[src/rtl/alu_pkg.sv]
// Shared constants for alu_multicycle: default width, FSM state encoding and op codes.
// The M-extension datapath is built only when ALU_MULTICYCLE_MULDIV_EN is defined.
package alu_pkg;

  localparam int ALU_WIDTH = 32;

  typedef logic [1:0] state_t;
  localparam state_t ST_IDLE = 2'd0;
  localparam state_t ST_BUSY = 2'd1;
  localparam state_t ST_DONE = 2'd2;

  // Base-op funct3; alu_ctrl[3] selects SUB for F3_ADD and SRA for F3_SR.
  localparam logic [2:0] F3_ADD  = 3'b000;
  localparam logic [2:0] F3_SLL  = 3'b001;
  localparam logic [2:0] F3_SLT  = 3'b010;
  localparam logic [2:0] F3_SLTU = 3'b011;
  localparam logic [2:0] F3_XOR  = 3'b100;
  localparam logic [2:0] F3_SR   = 3'b101;
  localparam logic [2:0] F3_OR   = 3'b110;
  localparam logic [2:0] F3_AND  = 3'b111;

  localparam logic [2:0] M3_MUL    = 3'b000;
  localparam logic [2:0] M3_MULH   = 3'b001;
  localparam logic [2:0] M3_MULHSU = 3'b010;
  localparam logic [2:0] M3_MULHU  = 3'b011;
  localparam logic [2:0] M3_DIV    = 3'b100;
  localparam logic [2:0] M3_DIVU   = 3'b101;
  localparam logic [2:0] M3_REM    = 3'b110;
  localparam logic [2:0] M3_REMU   = 3'b111;

endpackage

[src/rtl/muldiv_iter.sv]
// Radix-2 iterative multiply/divide engine: WIDTH iterations on magnitudes, sign fixed at the end.
// Instantiated by alu_multicycle only when ALU_MULTICYCLE_MULDIV_EN is defined.
module muldiv_iter
  import alu_pkg::*;
#(
  parameter int WIDTH = ALU_WIDTH
) (
  input  logic             clk,
  input  logic             reset,
  input  logic             flush,
  input  logic             start,
  input  logic [2:0]       op,
  input  logic [WIDTH-1:0] a,
  input  logic [WIDTH-1:0] b,
  output logic             done,
  output logic [WIDTH-1:0] result
);

  localparam int CW = $clog2(WIDTH);
  localparam logic [CW-1:0] LAST = CW'(WIDTH - 1);

  logic             busy_q, busy_d;
  logic [CW-1:0]    cnt_q, cnt_d;
  logic [2:0]       op_q, op_d;
  logic             neg_q, neg_d;
  logic [WIDTH-1:0] acc_q, acc_d;
  logic [WIDTH-1:0] lo_q, lo_d;
  logic [WIDTH-1:0] opnd_q, opnd_d;

  logic             a_signed, b_signed, a_neg, b_neg, start_neg;
  logic [WIDTH-1:0] a_mag, b_mag;
  logic [WIDTH:0]   mul_sum, rem_sh, div_diff;
  logic             div_ge;
  logic [WIDTH-1:0] acc_step, lo_step;
  logic [2*WIDTH-1:0] prod, prod_s;
  logic [WIDTH-1:0] quo_s, rem_s;

  always_comb begin
    a_signed = 1'b0;
    b_signed = 1'b0;
    case (op)
      M3_MULH, M3_DIV, M3_REM: begin
        a_signed = 1'b1;
        b_signed = 1'b1;
      end
      M3_MULHSU: a_signed = 1'b1;
      M3_MUL, M3_MULHU, M3_DIVU, M3_REMU: ;
      default: ;
    endcase
    a_neg     = a_signed && a[WIDTH-1];
    b_neg     = b_signed && b[WIDTH-1];
    a_mag     = a_neg ? ('0 - a) : a;
    b_mag     = b_neg ? ('0 - b) : b;
    // Remainder takes the dividend's sign; every other result the product/quotient sign.
    start_neg = (op[2] && op[1]) ? a_neg : (a_neg ^ b_neg);
  end

  // One iteration: shift-add for multiply, restoring shift-subtract for divide.
  always_comb begin
    mul_sum  = {1'b0, acc_q} + (lo_q[0] ? {1'b0, opnd_q} : '0);
    rem_sh   = {acc_q, lo_q[WIDTH-1]};
    div_diff = rem_sh - {1'b0, opnd_q};
    div_ge   = !div_diff[WIDTH];
    if (op_q[2]) begin
      acc_step = div_ge ? div_diff[WIDTH-1:0] : rem_sh[WIDTH-1:0];
      lo_step  = {lo_q[WIDTH-2:0], div_ge};
    end else begin
      acc_step = mul_sum[WIDTH:1];
      lo_step  = {mul_sum[0], lo_q[WIDTH-1:1]};
    end
  end

  always_comb begin
    prod   = {acc_step, lo_step};
    prod_s = neg_q ? ('0 - prod) : prod;
    quo_s  = neg_q ? ('0 - lo_step) : lo_step;
    rem_s  = neg_q ? ('0 - acc_step) : acc_step;
    if (op_q[2])
      result = op_q[1] ? rem_s : quo_s;
    else
      result = (op_q == M3_MUL) ? prod_s[WIDTH-1:0] : prod_s[2*WIDTH-1:WIDTH];
  end

  assign done = busy_q && (cnt_q == LAST);

  always_comb begin
    busy_d = busy_q;
    cnt_d  = cnt_q;
    op_d   = op_q;
    neg_d  = neg_q;
    acc_d  = acc_q;
    lo_d   = lo_q;
    opnd_d = opnd_q;
    if (flush) begin
      busy_d = 1'b0;
      cnt_d  = '0;
    end else if (start) begin
      busy_d = 1'b1;
      cnt_d  = '0;
      op_d   = op;
      neg_d  = start_neg;
      acc_d  = '0;
      lo_d   = op[2] ? a_mag : b_mag;
      opnd_d = op[2] ? b_mag : a_mag;
    end else if (busy_q) begin
      acc_d = acc_step;
      lo_d  = lo_step;
      if (cnt_q == LAST) begin
        busy_d = 1'b0;
        cnt_d  = '0;
      end else begin
        cnt_d = cnt_q + 1'b1;
      end
    end
  end

  always_ff @(posedge clk) begin
    if (reset) begin
      busy_q <= 1'b0;
      cnt_q  <= '0;
    end else begin
      busy_q <= busy_d;
      cnt_q  <= cnt_d;
    end
  end

  // NOTE: datapath registers carry no reset; start always loads them before they are read.
  always_ff @(posedge clk) begin
    op_q   <= op_d;
    neg_q  <= neg_d;
    acc_q  <= acc_d;
    lo_q   <= lo_d;
    opnd_q <= opnd_d;
  end

endmodule

[src/rtl/alu_multicycle.sv]
// RV32I-style ALU with valid/ready handshake; base ops finish in one cycle, M ops iterate.
// Define ALU_MULTICYCLE_MULDIV_EN to build the multiply/divide datapath; otherwise M ops flag illegal.
module alu_multicycle
  import alu_pkg::*;
#(
  parameter int WIDTH = ALU_WIDTH
) (
  input  logic             clk,
  input  logic             reset,
  input  logic             flush,
  input  logic             in_valid,
  output logic             in_ready,
  input  logic [WIDTH-1:0] a,
  input  logic [WIDTH-1:0] b,
  input  logic [3:0]       alu_ctrl,
  input  logic             m_op,
  output logic             out_valid,
  input  logic             out_ready,
  output logic [WIDTH-1:0] result,
  output logic             zero,
  output logic             illegal
);

  localparam int SHW = $clog2(WIDTH);

  state_t           state_q, state_d;
  logic [WIDTH-1:0] result_q, result_d;
  logic             zero_q, zero_d;
  logic             illegal_q, illegal_d;

  logic             accept;
  logic [SHW-1:0]   shamt;
  logic signed [WIDTH-1:0] sra_res;
  logic [WIDTH-1:0] base_res;

  assign in_ready  = (state_q == ST_IDLE) && !flush;
  assign accept    = in_valid && in_ready;
  assign out_valid = (state_q == ST_DONE);
  assign result    = result_q;
  assign zero      = zero_q;
  assign illegal   = illegal_q;

  assign shamt   = b[SHW-1:0];
  // Kept separate so the arithmetic shift is evaluated in a signed context.
  assign sra_res = $signed(a) >>> shamt;

  // NOTE: every signal written in always_comb is given a default first so no latch is inferred.
  always_comb begin
    base_res = '0;
    case (alu_ctrl[2:0])
      F3_ADD:  base_res = alu_ctrl[3] ? (a - b) : (a + b);
      F3_SLL:  base_res = a << shamt;
      F3_SLT:  base_res = {{(WIDTH-1){1'b0}}, $signed(a) < $signed(b)};
      F3_SLTU: base_res = {{(WIDTH-1){1'b0}}, a < b};
      F3_XOR:  base_res = a ^ b;
      F3_SR:   base_res = alu_ctrl[3] ? sra_res : (a >> shamt);
      F3_OR:   base_res = a | b;
      F3_AND:  base_res = a & b;
      default: base_res = '0;
    endcase
  end

`ifdef ALU_MULTICYCLE_MULDIV_EN
  logic             md_start, md_done;
  logic [WIDTH-1:0] md_result;
  logic             div_by_zero, div_ovf, div_special;
  logic [WIDTH-1:0] special_res;

  // Divide-by-zero and signed overflow bypass the engine and finish like base ops.
  always_comb begin
    div_by_zero = (b == '0);
    div_ovf     = !alu_ctrl[0] && (a == {1'b1, {(WIDTH-1){1'b0}}}) && (b == '1);
    div_special = alu_ctrl[2] && (div_by_zero || div_ovf);
    if (div_by_zero)
      special_res = alu_ctrl[1] ? a : '1;
    else
      special_res = alu_ctrl[1] ? '0 : a;
  end

  muldiv_iter #(.WIDTH(WIDTH)) u_muldiv (
    .clk    (clk),
    .reset  (reset),
    .flush  (flush),
    .start  (md_start),
    .op     (alu_ctrl[2:0]),
    .a      (a),
    .b      (b),
    .done   (md_done),
    .result (md_result)
  );
`endif

  always_comb begin
    state_d   = state_q;
    result_d  = result_q;
    illegal_d = illegal_q;
`ifdef ALU_MULTICYCLE_MULDIV_EN
    md_start  = 1'b0;
`endif
    case (state_q)
      ST_IDLE: begin
        if (accept) begin
          illegal_d = 1'b0;
          state_d   = ST_DONE;
          if (!m_op) begin
            result_d = base_res;
          end else begin
`ifdef ALU_MULTICYCLE_MULDIV_EN
            if (div_special) begin
              result_d = special_res;
            end else begin
              md_start = 1'b1;
              state_d  = ST_BUSY;
            end
`else
            result_d  = '0;
            illegal_d = 1'b1;
`endif
          end
        end
      end
      ST_BUSY: begin
`ifdef ALU_MULTICYCLE_MULDIV_EN
        if (md_done) begin
          result_d = md_result;
          state_d  = ST_DONE;
        end
`else
        state_d = ST_IDLE;
`endif
      end
      ST_DONE: begin
        if (out_ready) state_d = ST_IDLE;
      end
      default: state_d = ST_IDLE;
    endcase
    if (flush) state_d = ST_IDLE;
    zero_d = (result_d == '0);
  end

  // NOTE: sequential state uses <= so every flop samples pre-edge values regardless of order.
  always_ff @(posedge clk) begin
    if (reset) begin
      state_q   <= ST_IDLE;
      result_q  <= '0;
      zero_q    <= 1'b1;
      illegal_q <= 1'b0;
    end else begin
      state_q   <= state_d;
      result_q  <= result_d;
      zero_q    <= zero_d;
      illegal_q <= illegal_d;
    end
  end

endmodule

[config.mk]
export PLATFORM = sky130hd
export DESIGN_NAME = alu_multicycle
export DESIGN_NICKNAME = d
export VERILOG_FILES = /design/src/rtl/alu_pkg.sv /design/src/rtl/muldiv_iter.sv /design/src/rtl/alu_multicycle.sv
export SDC_FILE = /design/constraint.sdc
export NUM_CORES = 1
export LEC_CHECK = 0
export CAP_MARGIN = 20
export CORE_ASPECT_RATIO = 0.7
export CORE_MARGIN = 2
export CORE_UTILIZATION = 30
export DETAILED_ROUTE_END_ITERATION = 7
export GPL_TIMING_DRIVEN = 0
export PLACE_DENSITY = 0.47
export SLEW_MARGIN = 40
export SYNTH_ARGS = -nofsm -noshare
export SYNTH_HDL_FRONTEND = slang
export SYNTH_SLANG_ARGS = --single-unit
[constraint.sdc]
create_clock -name clk -period 6.6 [get_ports clk]
set_clock_uncertainty 0.1 [all_clocks]
set_input_delay 1.65 -clock clk [delete_from_list [all_inputs] [get_ports clk]]
set_output_delay 1.65 -clock clk [all_outputs]
set_load 0.02 [all_outputs]
# Yosys cells after proc, flatten, opt, wreduce, memory -nomap -nowiden
# Index checks and enable logic that the tools add are counted.
# op_classes
n_addsub,2
magnitude_cmp,2
eq_ne,10
shifts,3
muxes,10
bitwise_logic,3
reduce_logical,9
# op_table
op,n
$pmux W32 S8,1
$mux W32,5
$lt A32 B32 Y1,2
$add A32 B32 Y32,1
$and A32 B32 Y32,1
$logic_not A32 Y1,1
$or A32 B32 Y32,1
$shl A32 B5 Y32,1
$shr A32 B5 Y32,1
$sshr A32 B5 Y32,1
$sub A32 B32 Y32,1
$xor A32 B32 Y32,1
$eq A3 B3 Y1 const B,4
$eq A3 B2 Y1 const B,2
$mux W2,2
$pmux W2 S2,1
$reduce_and A2 Y1,2
$eq A3 B1 Y1 const B,1
$logic_not A3 Y1,1
$eq A2 B2 Y1 const B,1
$logic_and A1 B1 Y1,2
$logic_not A2 Y1,1
$ne A2 B1 Y1 const B,1
$ne A2 B2 Y1 const B,1
other kinds (3),3
# totals
regBits,36
in_bits,74
output_inout_bits,36
wordCells,43

# Depth between registers and ports, before layout
# Gate-level depths: netlist of run 1.
# depth
word_depth,7
ltp_mapped,18
mapped_depth_nobuf,15

# Worst setup path before layout of run 1
# No wires, ideal clock.
# synth_timing
path_kind,in2reg
start,input port b[1]
end,"register zero_q, in the netlist zero"
setup_time_ns,0.096
arrival_time_ns,5.848
required_ns,6.404
setup_slack_ns,0.557
path_stages,18
path_buffers,5
cell_sequence,clkbuf_1 -> inv_1 -> buf_2 -> buf_2 -> clkbuf_1 -> buf_1 -> ha_1 -> a211oi_1 -> o21ai_0 -> a21oi_1 -> o211a_1 -> a21oi_1 -> or3_1 -> a32o_1 -> or4b_1 -> nor4_1 -> nand4_1 -> o41ai_2
# synth_between
elab_chain_cells,7
elab_cells_between_ends,17
classes_between,2 x add/sub; 2 x order compare; 3 x shift; 6 x mux; 3 x bitwise; 1 x reduce/logical
# synth_lines
item,line,source
from (decl),alu_multicycle.sv:14,"input logic [WIDTH-1:0] b,"
"$add A32 B32 Y32, or another cell as far along",alu_multicycle.sv:51,F3_ADD: base_res = alu_ctrl[3] ? (a - b) : (a + b);
"$mux W32, on equally long branches","alu_multicycle.sv:51, alu_multicycle.sv:56",
$pmux W32 S8 (*),alu_multicycle.sv:50,case (alu_ctrl[2:0])
$mux W32 (*),alu_multicycle.sv:105,if (!m_op) begin
$mux W32 (*),alu_multicycle.sv:102,if (accept) begin
$mux W32 (*),alu_multicycle.sv:100,case (state_q)
$logic_not A32 Y1 (*),alu_multicycle.sv:138,zero_d = (result_d == '0);
to (signal assigned),alu_multicycle.sv:151,zero_q <= zero_d;
to (decl),alu_multicycle.sv:28,"logic zero_q, zero_d;"
# Mark *: on every way between the ends. The rest lies on a longest branch, timed or not.
# A chain may end at the register's enable or synchronous reset.

# Worst setup path after layout of run 1
# layout_timing
start,input port alu_ctrl[3]
end,"register zero_q, in the netlist zero"
# layout_between
elab_chain_cells,6
elab_cells_between_ends,7
classes_between,6 x mux; 1 x reduce/logical
# layout_lines
item,line,source
from (decl),alu_multicycle.sv:15,"input logic [3:0] alu_ctrl,"
"$mux W32, on equally long branches","alu_multicycle.sv:56, alu_multicycle.sv:51",
$pmux W32 S8 (*),alu_multicycle.sv:50,
$mux W32 (*),alu_multicycle.sv:105,
$mux W32 (*),alu_multicycle.sv:102,
$mux W32 (*),alu_multicycle.sv:100,
$logic_not A32 Y1 (*),alu_multicycle.sv:138,
# Marks and branches as above.

==> results_dict.tcl, run 1 <==
set metrics [dict create \
    status "complete, but fails checks" \
    violations "setup timing" \
    grt_pass1_vias 13456 \
    ir_drop_uv 64.5 \
    synth_warnings 0 \
    synth_xor_area_share_pct 1.62 \
    synthDistinctLibCells 81 \
    numCtsBuffers 5 \
    dr.pass1.iters 6 \
    reg2reg_depth 12 \
    layout-drive-gt1-share_pct 10.8 \
    dp.cells 2157 \
    first_iter_violations 2282 \
    cellLeakagePower_nw 5.10 \
    min_from "illegal$_SDFFE_PP0P_" \
    antenna_found_initial 0 \
    path_class "input pin to flop" \
    post-route-period-util_pct 102 \
    yosysSeqAreaShare_pct 6.49 \
    clock_path_buffers 2 \
    synthSimpleGateAreaFrac_pct 21.7 \
    slew_headroom_pct 31.7 \
    critPathLaunchType "input pin" \
    postLayoutCellArea_um2 12900 \
    arrival_ns 6.80 \
    h-tree-depth 2 \
    fin_nets 1861 \
    port_buffers 108 \
    clock.fmax_mhz 149 \
    hold_end "illegal$_SDFFE_PP0P_" \
    min_path_cells 2 \
    r2r_end "zero$_SDFF_PP1_" \
    synthFlopType "dfxtp_1" \
    fin_util_pct 36.3 \
    worstMarginPinSlew_ns 1.02 \
    num_rows 58 \
    fin_cells 2169 \
    synthesis.nets 1740 \
    synth-compound-area-share_pct 34.2 \
    die-height_um 163 \
    synth_edf_count 0 \
    cts_tree "yes" \
    final_cell_mix "nand2_1, a21oi_1, nor2_1, o21ai_0, clkdlybuf4s50_1" \
    crit_path_end_kind "flop" \
    r2r_start "state_q[1]$_SDFFE_PP0P_" \
    holdCritPathClass "flop to flop" \
    timing.hold.ws_ns 0.363 \
    finalSetupViolations 1 \
    cap_viol_max_count 0 \
    areaGrowthSynthToFinish_pct 19.9 \
    synth_top_family_by_area "compound AO/OA/AOI/OAI gates" \
    power_density_nw_per_um2 124 \
    drt_wl_total_um 73900 \
    antenna_left 0 \
    grt_pass1_wl_um 103000 \
    clkTransAtPathRegs_ns 0.06 \
    synth_mux_area_share_pct 15.7 \
    grt_usage_pct 38.5 \
    wl_per_cell_um 34.1 \
    ys_seq_elements 35 \
    netlist_area_um2 10800 \
    drcViolationCount 0 \
    slew_violations 0 \
    clock_latency_ns 0.29 \
    grt_max_degree 21 \
    ys_async_sr_fraction_pct 0 \
    die_w_um 231 \
    diodes 0 \
    hold_viol 0 \
    total_power_mw 1.60 \
    cp_max_fo 10 \
    synth_fa_ha_area_share_pct 11.6 \
    gp_congestion 1.05 \
    placed_area_um2 12600 \
    root_buffer "clkbuf_16" \
    core_um2 35700 \
    route.vias.total 14378 \
    setup_ws_ns -0.119 \
    avgSynthCellArea_um2 6.89 \
    io_pins 110 \
    via_per_inst 6.63 \
    grt-ovfl-total 0 \
    layout_commonest_cell "nand2_1" \
    rrSetupSlack_ns 2.29 \
    fin_crit_ns 6.72 \
    clock_sinks 35 \
    die-area_um2 37600 \
    synthCells 1567 \
    critical_path_required_ns 6.68 \
    rsz0062_at_grt "false" \
    cts_hold_buf 0 \
    place_hpwl_um 60700 \
    start_util_pct 30.2 \
]
[per-stage QoR]
| step | TNS [ns] | setup slack [ns] |
|---|---|---|
| 3_3_place_gp | -21.58 | -2.82 |
| 4_1_cts | 0 | 0.00365 |
| 2_1_floorplan | 0 | 0.557 |
| 3_5_place_dp | -16.04 | -2.55 |
| 5_1_grt | 0 | 0.00244 |
| 6_report | -0.119 | -0.119 |
[state kept, by name, summed over array words and instances, names as in the netlist]
signal	cells
zero	1
result	32
illegal	1
state_q	1
[metal layers]
| metal | track usage (%) | routed length [µm] | vias up | share of wire, % |
|---|---|---|---|---|
| li1 | - | - | 6096 | - |
| met1 | 55.3 | 32700 | 7084 | 44 |
| met2 | 53.9 | 29000 | 1077 | 39 |
| met3 | 14.0 | 10000 | 119 | 14 |
| met4 | 8.80 | 2030 | 2 | 2.7 |
| met5 | 1.56 | 77 | - | 0.10 |
[what timing repair did]
action,in CTS,in global routing
setup endpoints to repair,16,1
resized for setup,38,30
setup buffers,5,3
pin swaps,6,3
[synthesized netlist by cell type, types with 31 or more instances]
| cell | n | area (µm²) |
|---|---|---|
| a211oi_1 | 33 | 248 |
| a21oi_1 | 162 | 811 |
| clkbuf_1 | 75 | 282 |
| dfxtp_1 | 35 | 701 |
| ha_1 | 97 | 1210 |
| inv_1 | 93 | 349 |
| mux2i_1 | 63 | 631 |
| mux4_2 | 35 | 788 |
| nand2_1 | 172 | 646 |
| nor2_1 | 142 | 533 |
| nor3_1 | 31 | 155 |
| o21ai_0 | 121 | 606 |
[how the worst max path moves through the flow]
stage                     start               to  slack [ns]  depth (start not counted)
detailed placement         b[1]  zero$_SDFF_PP1_       -2.55                         20
global placement           b[1]  zero$_SDFF_PP1_       -2.82                         19
floorplan                  b[1]  zero$_SDFF_PP1_        0.56                         18
finish              alu_ctrl[3]  zero$_SDFF_PP1_       -0.12                         12
global route               b[3]  zero$_SDFF_PP1_       0.002                         18
CTS                        b[1]  zero$_SDFF_PP1_       0.004                         19
[layout make-up]
cell class / count / area (µm²)
sequential: 35 / 701
timing repair buffer: 118 / 1160
clock buffer: 7 / 133
tap: 480 / 601
inverter: 95 / 359
multi-input combinational: 1310 / 9360
clock inverter: 1 / 5.00
fill: 3986 / 22800
buffer: 123 / 629
[power by group]
group          internal (mW)  leakage, nW  switching (mW)
clock                  0.140       0.0679           0.106
sequential             0.218        0.284         0.00613
combinational          0.367         4.75           0.767
total                  0.725         5.10           0.879
[logic make-up after synthesis]
family	count (synthesis)
fa+ha+maj	99
buf+inv	222
mux	123
simple gates	504
xor+xnor	20
compound gates	564
flops	35
[worst max-delay path, cell delays in order]
cell             delay [ns]
clkdlybuf4s50_1        0.66
clkbuf_1               0.65
clkbuf_2               0.51
clkbuf_2               0.53
buf_1                  0.71
a21oi_1                0.22
xor2_1                 0.21
o21ai_0                0.37
nand4_1                0.25
nor4_4                 0.39
nand4_1                0.23
o41ai_2                0.37
(Power assumes the default switching activity.)
==> run 2: changes to the inputs <==
--- a/config.mk
+++ b/config.mk
@@ -5,13 +5,13 @@
 export SDC_FILE = /design/constraint.sdc
 export NUM_CORES = 1
 export LEC_CHECK = 0
+export ABC_CLOCK_PERIOD_IN_PS = 6600
 export CAP_MARGIN = 20
 export CORE_ASPECT_RATIO = 0.7
 export CORE_MARGIN = 2
 export CORE_UTILIZATION = 30
 export DETAILED_ROUTE_END_ITERATION = 7
 export GPL_TIMING_DRIVEN = 0
-export PLACE_DENSITY = 0.47
 export SLEW_MARGIN = 40
 export SYNTH_ARGS = -nofsm -noshare
 export SYNTH_HDL_FRONTEND = slang
==> run 2 against run 1 <==
Effect of this change:
- clock power is 5% higher
- register-to-register slack improved by 0.06 ns
- cell count barely moved
- design area up 0.13%
- utilization barely moved
- largest cell class unchanged
- the run now ends clean
- combinational power is essentially flat
- die area stayed put
- global-route usage rose by 0.61 points
- fmax grew 2.6%
- via count rose by 0.77%
==> results_dict.tcl, run 2 (synthesized netlist as in run 1, its figures left out) <==
set metrics [dict create \
    cts_tree "yes" \
    areaGrowthSynthToFinish_pct 20.1 \
    r2r_start "state_q[1]$_SDFFE_PP0P_" \
    clock_sinks 35 \
    status "completed" \
    path_class "input pin to flop" \
    place_hpwl_um 62500 \
    grt_max_degree 21 \
    numCtsBuffers 5 \
    die-area_um2 37600 \
    final_cell_mix "nand2_1, a21oi_1, nor2_1, o21ai_0, clkdlybuf4s50_1" \
    placed_area_um2 12600 \
    slew_headroom_pct 37.0 \
    h-tree-depth 2 \
    r2r_end "zero$_SDFF_PP1_" \
    port_buffers 108 \
    grt_usage_pct 39.1 \
    switching_share_pct 55.3 \
    gp_congestion 1.06 \
    critical_path_required_ns 6.71 \
    start_util_pct 30.2 \
    post-route-period-util_pct 99.2 \
    cp_max_fo 10 \
    wl_per_cell_um 34.8 \
    crit_chain "clkdlybuf4s50_1 -> buf_6 -> buf_6 -> buf_4 -> buf_2 -> buf_2 -> buf_2 -> mux4_2 -> nand2_1 -> a31oi_1 -> a32o_1 -> o21ai_0 -> nand4_1 -> nor4_4 -> nand4_1 -> o41ai_2" \
    largest_register_ffs 32 \
    grt-ovfl-total 0 \
    dr.pass1.iters 6 \
    clock_latency_ns 0.30 \
    layout_commonest_cell "nand2_1" \
    final.setup.tns_ns 0 \
    ir_drop_uv 80.5 \
    grt_pass1_vias 13372 \
    fin_crit_ns 6.55 \
    slew_violations 0 \
    power_density_nw_per_um2 124 \
    critPathLaunchType "input pin" \
    root_buffer "clkbuf_16" \
    die_w_um 231 \
    min_path_cells 2 \
    min_from "illegal$_SDFFE_PP0P_" \
    worstMarginPinSlew_ns 0.942 \
    antenna_found_initial 1 \
    num_rows 58 \
    fin_cells 2170 \
    route.vias.total 14489 \
    fin_nets 1860 \
    p_switching_mw 0.890 \
    slowest_stage "clkdlybuf4s50_1" \
    finalSetupViolations 0 \
    clkTransAtPathRegs_ns 0.07 \
    cap_viol_max_count 0 \
    critPathMaxStageDelay_ns 0.55 \
    core_um2 35700 \
    crit_path_frequent_cell "buf_2" \
    total_power_mw 1.61 \
    hold_end "illegal$_SDFFE_PP0P_" \
    power_frac_comb_pct 70.0 \
    postLayoutCellArea_um2 13000 \
    pwr-share-clk_pct 16.1 \
    first_iter_violations 2312 \
    clock.fmax_mhz 153 \
    cellLeakagePower_nw 5.14 \
    rrSetupSlack_ns 2.35 \
    hold_viol 0 \
    drt_wl_total_um 75500 \
    p_int_mw 0.719 \
    io_pins 110 \
    dp.cells 2157 \
    holdCritPathClass "flop to flop" \
    die-height_um 163 \
    seqPwrFrac_pct 13.9 \
    clock_path_buffers 2 \
    antenna_left 0 \
    arrival_ns 6.65 \
    cts_hold_buf 0 \
    layout-drive-gt1-share_pct 11.1 \
    grt_pass1_wl_um 104000 \
    drcViolationCount 0 \
    crit_path_end_kind "flop" \
    via_per_inst 6.68 \
    reg2reg_depth 12 \
]
run 2: cell count changes in the layout (fill, tap and decap cells not counted), moves of 4 or more:
cell and change:
clkbuf_4 -4, clkdlybuf4s50_1 -6, buf_4 +4, clkbuf_1 -6, dlymetal6s2s_1 +4, o21ai_1 -4
run 2: timing repair:
item | CTS | global route
gates resized for setup | 39 | 21
pin swaps | 6 | 3
setup buffers | 5 | 3
cloned | 0 | 0
setup endpoints to repair | 15 | 1
run 2: worst max path at each step:
stage           from         endpoint  depth (start not counted)
3_3_place_gp    b[1]  zero$_SDFF_PP1_                         19
6_report        b[0]  zero$_SDFF_PP1_                         16
5_1_grt         b[3]  zero$_SDFF_PP1_                         16
4_1_cts        a[13]  zero$_SDFF_PP1_                         15
2_1_floorplan   b[1]  zero$_SDFF_PP1_                         18
3_5_place_dp    b[1]  zero$_SDFF_PP1_                         19
run 2: power by group through the flow:
stage	Combinational, mW	Clock [mW]	Sequential (mW)
global route	1.16	0.265	0.225
CTS	1.06	0.258	0.224
finish	1.13	0.259	0.225
detailed placement	1.04	0	0.229
global placement	1.05	0	0.229
floorplan	0.584	0	0.235
run 2: layer usage:
metal	GRT usage, %	share of wire (%)
met1	58.0	45
met2	53.6	39
met3	12.4	13
met4	9.38	2.9
met5	1.30	0
run 2: final cells by class:
class / instances / area (µm²)
fill: 3910 / 22700
sequential: 35 / 701
tap: 480 / 601
clock inverter: 3 / 20.0
buffer: 122 / 621
clock buffer: 5 / 125
inverter: 95 / 363
antenna: 2 / 5.00
multi-input combinational: 1310 / 9370
timing repair buffer: 118 / 1160
run 2: through the flow:
stage               setup slack (ns)  util [%]  hold WS [ns]
CTS                          0.00313      36.1         0.370
floorplan                      0.557         -         0.435
global route                 -0.0459      36.3         0.399
global placement               -2.81      35.0         0.345
finish                        0.0515      36.3         0.372
detailed placement             -2.41      35.3         0.362
run 2: critical path, delay by kind of cell:
family,cells,cell delay [ns]
simple gates,4,1.05
buf+inv,7,2.35
mux,1,0.37
compound gates,4,1.19
